File: config.mk
export PLATFORM = sky130hd
export DESIGN_NAME = iopmp_cfg_loader
export DESIGN_NICKNAME = d
export VERILOG_FILES = /design/src/rtl/iopmp_cfg_loader_pkg.sv /design/src/rtl/tlul_pkg.sv /design/src/rtl/iopmp_cfg_loader_timer.sv /design/src/rtl/iopmp_cfg_loader.sv
export SDC_FILE = /design/constraint.sdc
export NUM_CORES = 1
export LEC_CHECK = 0
export ABC_AREA = 1
export BUFFER_PORTS_ARGS = -buffer_cell sky130_fd_sc_hd__buf_4
export CAP_MARGIN = 25
export CORE_AREA = 2 2 266 268
export CTS_CLUSTER_SIZE = 28
export DETAILED_ROUTE_END_ITERATION = 7
export DIE_AREA = 0 0 268 270
export SKIP_CTS_REPAIR_TIMING = 1
export SYNTH_ARGS = -nofsm -noshare
export SYNTH_HDL_FRONTEND = slang
export SYNTH_SLANG_ARGS = --single-unit
export TNS_END_PERCENT = 1
File: constraint.sdc
create_clock -name clk -period 2 [get_ports clk]
set_input_delay 0 -clock clk [delete_from_list [all_inputs] [get_ports clk]]
set_output_delay 0 -clock clk [all_outputs]
set_load 0.02 [all_outputs]
File: src/rtl/iopmp_cfg_loader_pkg.sv
// State and error-code types for the IOPMP configuration loader.
// Readback states exist only when IOPMP_CFG_LOADER_READBACK_EN is defined.
package iopmp_cfg_loader_pkg;

    typedef enum logic [2:0] {
        ST_IDLE,
        ST_REQ,
        ST_RSP,
`ifdef IOPMP_CFG_LOADER_READBACK_EN
        ST_RB_REQ,
        ST_RB_RSP,
`endif
        ST_NEXT,
        ST_DONE,
        ST_ERR
    } cfg_loader_state_e;

    typedef enum logic [1:0] {
        ERR_NONE        = 2'd0,
        ERR_DERR        = 2'd1,
        ERR_TIMEOUT     = 2'd2,
        ERR_RB_MISMATCH = 2'd3
    } cfg_err_code_e;

endpackage

File: src/rtl/tlul_pkg.sv
// Minimal TL-UL type set for the IOPMP register port: 34-bit byte address, 32-bit data bus.
package tlul_pkg;

    localparam int unsigned TL_AW  = 34;
    localparam int unsigned TL_DW  = 32;
    localparam int unsigned TL_AIW = 8;
    localparam int unsigned TL_DBW = TL_DW / 8;

    typedef enum logic [2:0] {
        PutFullData    = 3'h0,
        PutPartialData = 3'h1,
        Get            = 3'h4
    } tl_a_op_e;

    typedef enum logic [2:0] {
        AccessAck     = 3'h0,
        AccessAckData = 3'h1
    } tl_d_op_e;

    typedef struct packed {
        logic              a_valid;
        tl_a_op_e          a_opcode;
        logic [2:0]        a_param;
        logic [1:0]        a_size;
        logic [TL_AIW-1:0] a_source;
        logic [TL_AW-1:0]  a_address;
        logic [TL_DBW-1:0] a_mask;
        logic [TL_DW-1:0]  a_data;
        logic              d_ready;
    } tl_h2d_t;

    typedef struct packed {
        logic              d_valid;
        tl_d_op_e          d_opcode;
        logic [2:0]        d_param;
        logic [1:0]        d_size;
        logic [TL_AIW-1:0] d_source;
        logic              d_sink;
        logic [TL_DW-1:0]  d_data;
        logic              d_error;
        logic              a_ready;
    } tl_d2h_t;

endpackage

File: src/rtl/iopmp_cfg_loader_timer.sv
// Per-phase watchdog: cleared on phase entry, counts while enabled, flags TIMEOUT_CYCLES-1.
module iopmp_cfg_loader_timer #(
    parameter int unsigned TIMEOUT_CYCLES = 256
) (
    input  logic clk,
    input  logic rst,
    input  logic i_clr,
    input  logic i_en,
    output logic o_expire
);

    localparam int unsigned CW = $clog2(TIMEOUT_CYCLES);

    logic [CW-1:0] r_cnt;

    always_ff @(posedge clk) begin
        if (rst || i_clr) begin
            r_cnt <= '0;
        end else if (i_en && !o_expire) begin
            r_cnt <= r_cnt + 1'b1;
        end
    end

    assign o_expire = (r_cnt == CW'(TIMEOUT_CYCLES - 1));

endmodule

File: src/rtl/iopmp_cfg_loader.sv
// TL-UL master that replays a table of register writes into the IOPMP control port.
// Define IOPMP_CFG_LOADER_READBACK_EN to verify every write with a Get readback.
module iopmp_cfg_loader
    import tlul_pkg::*;
    import iopmp_cfg_loader_pkg::*;
#(
    parameter int unsigned       NUM_WRITES     = 8,
    parameter int unsigned       TIMEOUT_CYCLES = 256,
    parameter logic [TL_AIW-1:0] SOURCE_ID      = '0
) (
    input  logic                                clk,
    input  logic                                rst,
    input  logic                                start_i,
    input  logic [NUM_WRITES-1:0][TL_AW-1:0]    cfg_addr_i,
    input  logic [NUM_WRITES-1:0][TL_DW-1:0]    cfg_data_i,
    output tl_h2d_t                             reg_prog_o,
    input  tl_d2h_t                             reg_prog_i,
    output logic                                busy_o,
    output logic                                done_o,
    output logic                                err_o,
    output logic [$clog2(NUM_WRITES):0]         err_idx_o,
    output logic [1:0]                          err_code_o
);

    localparam int unsigned IDXW = $clog2(NUM_WRITES) + 1;
    localparam int unsigned SELW = (NUM_WRITES > 1) ? $clog2(NUM_WRITES) : 1;

    cfg_loader_state_e r_state;
    cfg_err_code_e     r_fail;
    cfg_err_code_e     r_err_code;
    logic [IDXW-1:0]   r_idx;
    logic [IDXW-1:0]   r_err_idx;
    logic              r_a_valid;
    tl_a_op_e          r_a_opcode;
    logic [TL_AW-1:0]  r_a_address;
    logic [TL_DW-1:0]  r_a_data;
    logic              r_busy;
    logic              r_done;
    logic              r_err;

    logic [IDXW-1:0]   w_idx_inc;
    logic [SELW-1:0]   w_sel;
    logic [SELW-1:0]   w_inc_sel;
    logic              w_last;
    logic              w_a_hs;
    logic              w_d_hit;
    logic              w_timed;
    logic              w_adv;
    logic              w_expire;
    logic              w_unused;

    assign w_idx_inc = r_idx + 1'b1;
    assign w_sel     = r_idx[SELW-1:0];
    assign w_inc_sel = w_idx_inc[SELW-1:0];
    assign w_last    = (r_idx == IDXW'(NUM_WRITES - 1));
    assign w_a_hs    = r_a_valid && reg_prog_i.a_ready;
    assign w_d_hit   = reg_prog_i.d_valid && (reg_prog_i.d_source == SOURCE_ID);
    assign w_unused  = ^{reg_prog_i.d_param, reg_prog_i.d_size, reg_prog_i.d_sink,
                         reg_prog_i.d_opcode, reg_prog_i.d_data};

    // Timer restarts whenever the FSM is outside a waiting phase or its awaited handshake lands.
    always_comb begin
        w_timed = 1'b0;
        w_adv   = 1'b0;
        case (r_state)
            ST_REQ:    begin w_timed = 1'b1; w_adv = w_a_hs;  end
            ST_RSP:    begin w_timed = 1'b1; w_adv = w_d_hit; end
`ifdef IOPMP_CFG_LOADER_READBACK_EN
            ST_RB_REQ: begin w_timed = 1'b1; w_adv = w_a_hs;  end
            ST_RB_RSP: begin
                w_timed = 1'b1;
                w_adv   = w_d_hit && (reg_prog_i.d_opcode == AccessAckData);
            end
`endif
            default:   ;
        endcase
    end

    iopmp_cfg_loader_timer #(
        .TIMEOUT_CYCLES (TIMEOUT_CYCLES)
    ) u_timer (
        .clk      (clk),
        .rst      (rst),
        .i_clr    (!w_timed || w_adv),
        .i_en     (w_timed),
        .o_expire (w_expire)
    );

    always_ff @(posedge clk) begin
        if (rst) begin
            r_state     <= ST_IDLE;
            r_fail      <= ERR_NONE;
            r_err_code  <= ERR_NONE;
            r_idx       <= '0;
            r_err_idx   <= '0;
            r_a_valid   <= 1'b0;
            r_a_opcode  <= PutFullData;
            r_a_address <= '0;
            r_a_data    <= '0;
            r_busy      <= 1'b0;
            r_done      <= 1'b0;
            r_err       <= 1'b0;
        end else begin
            case (r_state)
                ST_IDLE: begin
                    if (start_i) begin
                        r_done      <= 1'b0;
                        r_err       <= 1'b0;
                        r_err_code  <= ERR_NONE;
                        r_err_idx   <= '0;
                        r_fail      <= ERR_NONE;
                        r_idx       <= '0;
                        r_busy      <= 1'b1;
                        r_a_valid   <= 1'b1;
                        r_a_opcode  <= PutFullData;
                        r_a_address <= cfg_addr_i[0];
                        r_a_data    <= cfg_data_i[0];
                        r_state     <= ST_REQ;
                    end
                end
                ST_REQ: begin
                    if (w_a_hs) begin
                        r_a_valid <= 1'b0;
                        r_state   <= ST_RSP;
                    end else if (w_expire) begin
                        r_a_valid <= 1'b0;
                        r_fail    <= ERR_TIMEOUT;
                        r_state   <= ST_ERR;
                    end
                end
                ST_RSP: begin
                    if (w_d_hit) begin
                        if (reg_prog_i.d_error) begin
                            r_fail  <= ERR_DERR;
                            r_state <= ST_ERR;
                        end else begin
`ifdef IOPMP_CFG_LOADER_READBACK_EN
                            r_a_valid  <= 1'b1;
                            r_a_opcode <= Get;
                            r_state    <= ST_RB_REQ;
`else
                            r_state    <= ST_NEXT;
`endif
                        end
                    end else if (w_expire) begin
                        r_fail  <= ERR_TIMEOUT;
                        r_state <= ST_ERR;
                    end
                end
`ifdef IOPMP_CFG_LOADER_READBACK_EN
                ST_RB_REQ: begin
                    if (w_a_hs) begin
                        r_a_valid <= 1'b0;
                        r_state   <= ST_RB_RSP;
                    end else if (w_expire) begin
                        r_a_valid <= 1'b0;
                        r_fail    <= ERR_TIMEOUT;
                        r_state   <= ST_ERR;
                    end
                end
                ST_RB_RSP: begin
                    if (w_adv) begin
                        if (reg_prog_i.d_error) begin
                            r_fail  <= ERR_DERR;
                            r_state <= ST_ERR;
                        end else if (reg_prog_i.d_data != cfg_data_i[w_sel]) begin
                            r_fail  <= ERR_RB_MISMATCH;
                            r_state <= ST_ERR;
                        end else begin
                            r_state <= ST_NEXT;
                        end
                    end else if (w_expire) begin
                        r_fail  <= ERR_TIMEOUT;
                        r_state <= ST_ERR;
                    end
                end
`endif
                ST_NEXT: begin
                    if (w_last) begin
                        r_state <= ST_DONE;
                    end else begin
                        r_idx       <= w_idx_inc;
                        r_a_valid   <= 1'b1;
                        r_a_opcode  <= PutFullData;
                        r_a_address <= cfg_addr_i[w_inc_sel];
                        r_a_data    <= cfg_data_i[w_inc_sel];
                        r_state     <= ST_REQ;
                    end
                end
                ST_DONE: begin
                    r_done  <= 1'b1;
                    r_busy  <= 1'b0;
                    r_state <= ST_IDLE;
                end
                ST_ERR: begin
                    r_err      <= 1'b1;
                    r_err_idx  <= r_idx;
                    r_err_code <= r_fail;
                    r_busy     <= 1'b0;
                    r_state    <= ST_IDLE;
                end
                default: r_state <= ST_IDLE;
            endcase
        end
    end

    always_comb begin
        reg_prog_o           = '0;
        reg_prog_o.a_valid   = r_a_valid;
        reg_prog_o.a_opcode  = r_a_opcode;
        reg_prog_o.a_size    = 2'd2;
        reg_prog_o.a_source  = SOURCE_ID;
        reg_prog_o.a_address = r_a_address;
        reg_prog_o.a_mask    = '1;
        reg_prog_o.a_data    = r_a_data;
        reg_prog_o.d_ready   = 1'b1;
    end

    assign busy_o     = r_busy;
    assign done_o     = r_done;
    assign err_o      = r_err;
    assign err_idx_o  = r_err_idx;
    assign err_code_o = r_err_code;

endmodule

Yosys cells after proc, flatten, opt, wreduce, memory -nomap -nowiden
Cells that the tools add are included.
{"block": "op_classes", "add_sub_neg": 2, "n_lt_le_gt_ge": 1, "n_eq_ne": 12, "muxes": 42, "reduce_logical": 23}
{"cell": "$bmux W34 S3", "count": 1}
{"cell": "$mux W34", "count": 3}
{"cell": "$bmux W32 S3", "count": 1}
{"cell": "$mux W32", "count": 3}
{"cell": "$pmux W34 S2", "count": 1}
{"cell": "$pmux W32 S2", "count": 1}
{"cell": "$mux W3", "count": 8}
{"cell": "$pmux W4 S2", "count": 2}
{"cell": "$pmux W3 S4", "count": 1}
{"cell": "$mux W2", "count": 5}
{"cell": "$add A8 B1 Y8 const B", "count": 1}
{"cell": "$eq A8 B8 Y1 const B", "count": 1}
{"cell": "$logic_not A8 Y1", "count": 1}
{"cell": "$mux W4", "count": 2}
{"cell": "$pmux W1 S2", "count": 4}
{"cell": "$reduce_and A4 Y1", "count": 2}
{"cell": "$reduce_bool A2 Y1", "count": 4}
{"cell": "$eq A3 B2 Y1 const B", "count": 2}
{"cell": "$eq A3 B3 Y1 const B", "count": 2}
{"cell": "$mux W1", "count": 6}
{"cell": "$ne A2 B2 Y1 const B", "count": 3}
{"cell": "$pmux W2 S3", "count": 1}
{"cell": "$pmux W3 S2", "count": 1}
{"cell": "$reduce_and A2 Y1", "count": 3}
{"cell": "15 further kinds", "count": 21}
{"block": "word_totals", "register_bits": 96, "input_bits": 583, "out_inout_bits": 97}

Longest topological paths before layout
{"block": "logic_depth", "ltp_word": 6, "ltp_mapped": 12, "mapped_depth_nobuf": 10}

Modules after synthesis
Synthesis repeated with hierarchy kept, for this count alone.
{"block": "hier_totals", "cells_unflattened": 1729, "hier_area_um2": 9170.0}
{"module": "iopmp_cfg_loader", "n_inst": 1, "cells_per_inst": 1657, "area_each_um2": 8713.4, "seq_area_each_um2": 1701.6}
{"module": "iopmp_cfg_loader_timer", "n_inst": 1, "cells_per_inst": 72, "area_each_um2": 456.7, "seq_area_each_um2": 160.2}

Worst setup path after synthesis
OpenSTA, ideal clock, no wires.
{"block": "synth_path", "path_kind": "register to register", "from": "register r_idx[0]", "to": "register r_a_data[27]", "setup_time_ns": 0.071, "arrival_time_ns": 1.678, "slack_ns": 0.251, "stages_incl_launch_ff": 12, "period_less_slack_ns": 1.749, "cell_sequence": "dfxtp_1 > ha_1 > inv_1 > buf_2 > buf_4 > buf_2 > o21ai_0 > o21ai_0 > nand2_1 > nand2_1 > nand2_1 > a21oi_1"}
{"block": "synth_via", "elab_chain_len": 5}
{"item": "start, declared", "line_no": "iopmp_cfg_loader.sv:31", "source": "logic [IDXW-1:0] r_idx;"}
{"item": "start signal, assigned", "line_no": "iopmp_cfg_loader.sv:182", "source": "r_idx <= w_idx_inc;"}
{"item": "$add A4 B1 Y4", "line_no": "iopmp_cfg_loader.sv:52", "source": "assign w_idx_inc = r_idx + 1'b1;"}
{"item": "$bmux W32 S3", "line_no": "iopmp_cfg_loader.sv:186", "source": "r_a_data <= cfg_data_i[w_inc_sel];"}
{"item": "$mux W32 (implied by the code)", "line_no": "iopmp_cfg_loader.sv:186"}
{"item": "$mux W32", "line_no": "iopmp_cfg_loader.sv:179", "source": "if (w_last) begin"}
{"item": "$pmux W32 S2", "line_no": "iopmp_cfg_loader.sv:104", "source": "case (r_state)"}
{"item": "end signal, assigned", "line_no": "iopmp_cfg_loader.sv:117", "source": "r_a_data <= cfg_data_i[0];"}
{"item": "end signal, assigned", "line_no": "iopmp_cfg_loader.sv:186"}
{"item": "end, declared", "line_no": "iopmp_cfg_loader.sv:36", "source": "logic [TL_DW-1:0] r_a_data;"}
Several ways; a longest one is shown, not always the timed one. The select of a mux whose other input is x is not followed.
A chain may end at the register's enable or synchronous reset.

Worst setup path in the final report
{"block": "layout_path", "from": "register r_idx[0]", "to": "register r_a_data[25]"}
Same word-level chain as after synthesis.

==> impl_metrics.yaml <==
place:
  place_inst: 3166
  hpwl_um: 42600
  io_buffers: 617
  pre_cts_slack_ns: -0.0128
  gp_congestion: 0.887
hold_path:
  min-delay-start: "cfg_data_i[0]"
  worstHoldPathType: "in -> reg"
floorplan:
  num_rows: 97
  dieHeight_um: 270
  dieArea_mm2: 0.0724
  die_w_um: 268
  core_mm2: 0.0695
  start_util: 0.130
  io_pins: 680
critical_path:
  r2r-start: "r_idx[0]"
  cp-end-kind: "flip-flop"
  crit_start: "r_idx[0]"
  crit_type: "reg -> reg"
  worst-path-max-fanout: 22
  cp-start-kind: "flip-flop"
  crit_required_ns: 2.29
  cp_data_arrival_time_ns: 2.17
yosys:
  ys_seq_area_frac: 0.206
  yosysWarnings: 0
  netlist_top_cells_area: "o21ai_0, dfxtp_1, nor2_1, nand2_1, a21oi_1"
  yosysTopAreaCellShare: 0.231
  ys_types: 36
  syn_area_mm2: 0.00902
  netlist.top_cell.by_area: "o21ai_0"
  avgSynthCellArea_um2: 5.38
  synth_seq_cells: 93
  synth_cells: 1675
global_route:
  grt_usage: 0.144
  grt_pass1_vias: 12800
  grt_pass1_wl_um: 78300
  grt_overflow: 0
  grt_antenna_before_repair: 6
  grt_max_degree: 77
sta:
  period_share: 0.942
  setup_viol_count_final: 0
  max_freq_mhz: 531
  holdWs_ns: 0.00985
  tightest_slew_ns: 0.557
  final.setup_skew_ns: 0.00888
  rsz0062_at_grt: "yes"
  final-hold-violation-count: 0
  maxSlewHeadroom: 0.629
  timing.final.ws_setup_ns: 0.117
  period_needed_ns: 1.88
  drv_slew: 0
status:
  status: "complete, no violations"
layout:
  layout_common_cells: "buf_4, o21ai_0, nor2_1"
  syn_to_final_growth_pct: 69.6
  fin_cells: 3193
  final_common_cell: "buf_4"
  drive_gt1_frac: 0.322
  fill_cells: 8012
  nets: 2831
cts:
  cts_tree: "yes"
  cts.sinks: 93
  clk_latency_ns: 0.39
  clkTransAtPathRegs_ns: 0.08
  cts-root-buf: "clkbuf_16"
  cts_inserted_buffers: 9
  clock_path_buffers: 2
  cts-htree-levels: 3
power:
  ir_worst_vdd_mv: 0.313
  power_density_mw_per_mm2: 493
  power_leakage_uw: 0.00725
routing:
  drc: 0
  wirelength_um: 54600
  drt_pass1_iterations: 6
  drtIter0Drc: 680
  vias_per_cell: 4.12
  via_count: 13200
  avgRoutedWirePerCell_um: 17.1
  antenna_left: 0
job:
  maxCapViolCount: 0
## critical path, stage by stage (launching register included)
cell	delay [ns]
dfxtp_4	0.37
ha_4	0.29
inv_8	0.14
buf_16	0.19
buf_4	0.18
nor2_1	0.05
o21ai_0	0.09
nand2_1	0.14
nand2_1	0.12
nand2_1	0.06
nor2_1	0.08
nor2_1	0.04
## state kept, by name (all words and copies together), names as in the netlist
name	flops
r_idx	4
r_fail	2
busy_o	1
r_state	3
u_timer.r_cnt	8
r_a_address	34
err_code_o	2
r_a_valid	1
done_o	1
err_o	1
r_a_data	32
err_idx_o	4
## metal layers
layer,up-vias,share of wire,GRT usage
met2,539,0.47,0.241
met4,6,0.028,0.0478
met1,5954,0.42,0.175
li1,6597,-,-
met5,-,0.00066,0
met3,69,0.083,0.0447
## worst paths after layout
kind / to / slack [ns] / cells past startpoint
worst max-delay path: r_a_data[25] / 0.12 / 11
worst max register to register: r_a_data[25] / 0.12 / 11
worst min-delay path: r_a_data[0] / 0.01 / 5
worst min register to register: done_o / 0.47 / 2
## cell families after synthesis
| logic type | Yosys count | share of synthesized area |
|---|---|---|
| buffers and inverters | 244 | 0.134 |
| AO/OA/AOI/OAI | 597 | 0.335 |
| other | 2 | 0.000833 |
| flip-flops | 93 | 0.206 |
| XOR/XNOR | 5 | 0.00486 |
| AND/OR/NAND/NOR | 732 | 0.316 |
| adder cells (fa/ha/maj) | 2 | 0.00278 |
## power breakdown
part / internal [µW] / total (µW) / switching (µW)
clock network: 865 / 1850 / 984
logic: 1640 / 3570 / 1930
registers: 2010 / 2110 / 100
total: 4520 / 7530 / 3010
## per-stage QoR
stage / setup TNS [ns] / util / area, µm² / total power (µW)
final: 0 / 0.220 / 15300 / 7530
after global routing: -0.0763 / 0.220 / 15300 / 8090
after CTS: -0.0526 / 0.218 / 15200 / 7690
after detailed placement: -0.0240 / 0.214 / 14900 / 5720
after global placement: -0.0505 / 0.214 / 14900 / 5720
after floorplan: 0 / - / 9090 / 3880
## final cells by class
| cell class | count | area (µm²) | share of cell area |
|---|---|---|---|
| well taps | 940 | 1180 | 0.0769 |
| multi-input cells | 1357 | 6060 | 0.396 |
| clock inverters | 7 | 57.6 | 0.00376 |
| flip-flops and latches | 93 | 1870 | 0.122 |
| clock buffers | 9 | 225 | 0.0147 |
| diodes | 2 | 5.00 | 0.000327 |
| inverters | 92 | 363 | 0.0237 |
| repair buffers | 693 | 5540 | 0.362 |
## Yosys cell counts (all sizes together)
| library cell | n |
|---|---|
| o22ai | 20 |
| dfxtp | 93 |
| buf | 93 |
| nand4 | 6 |
| clkbuf | 59 |
| ha | 2 |
| conb | 2 |
| xor2 | 4 |
| o21ai | 491 |
| a21oi | 85 |
| or2 | 1 |
| xnor2 | 1 |
| o31ai | 1 |
| nor3b | 2 |
| inv | 89 |
| nor3 | 5 |
| nand3b | 1 |
| nor2 | 408 |
| nand3 | 21 |
| clkinv | 3 |
| nand2 | 288 |
Power figures use the tool's default switching activity.
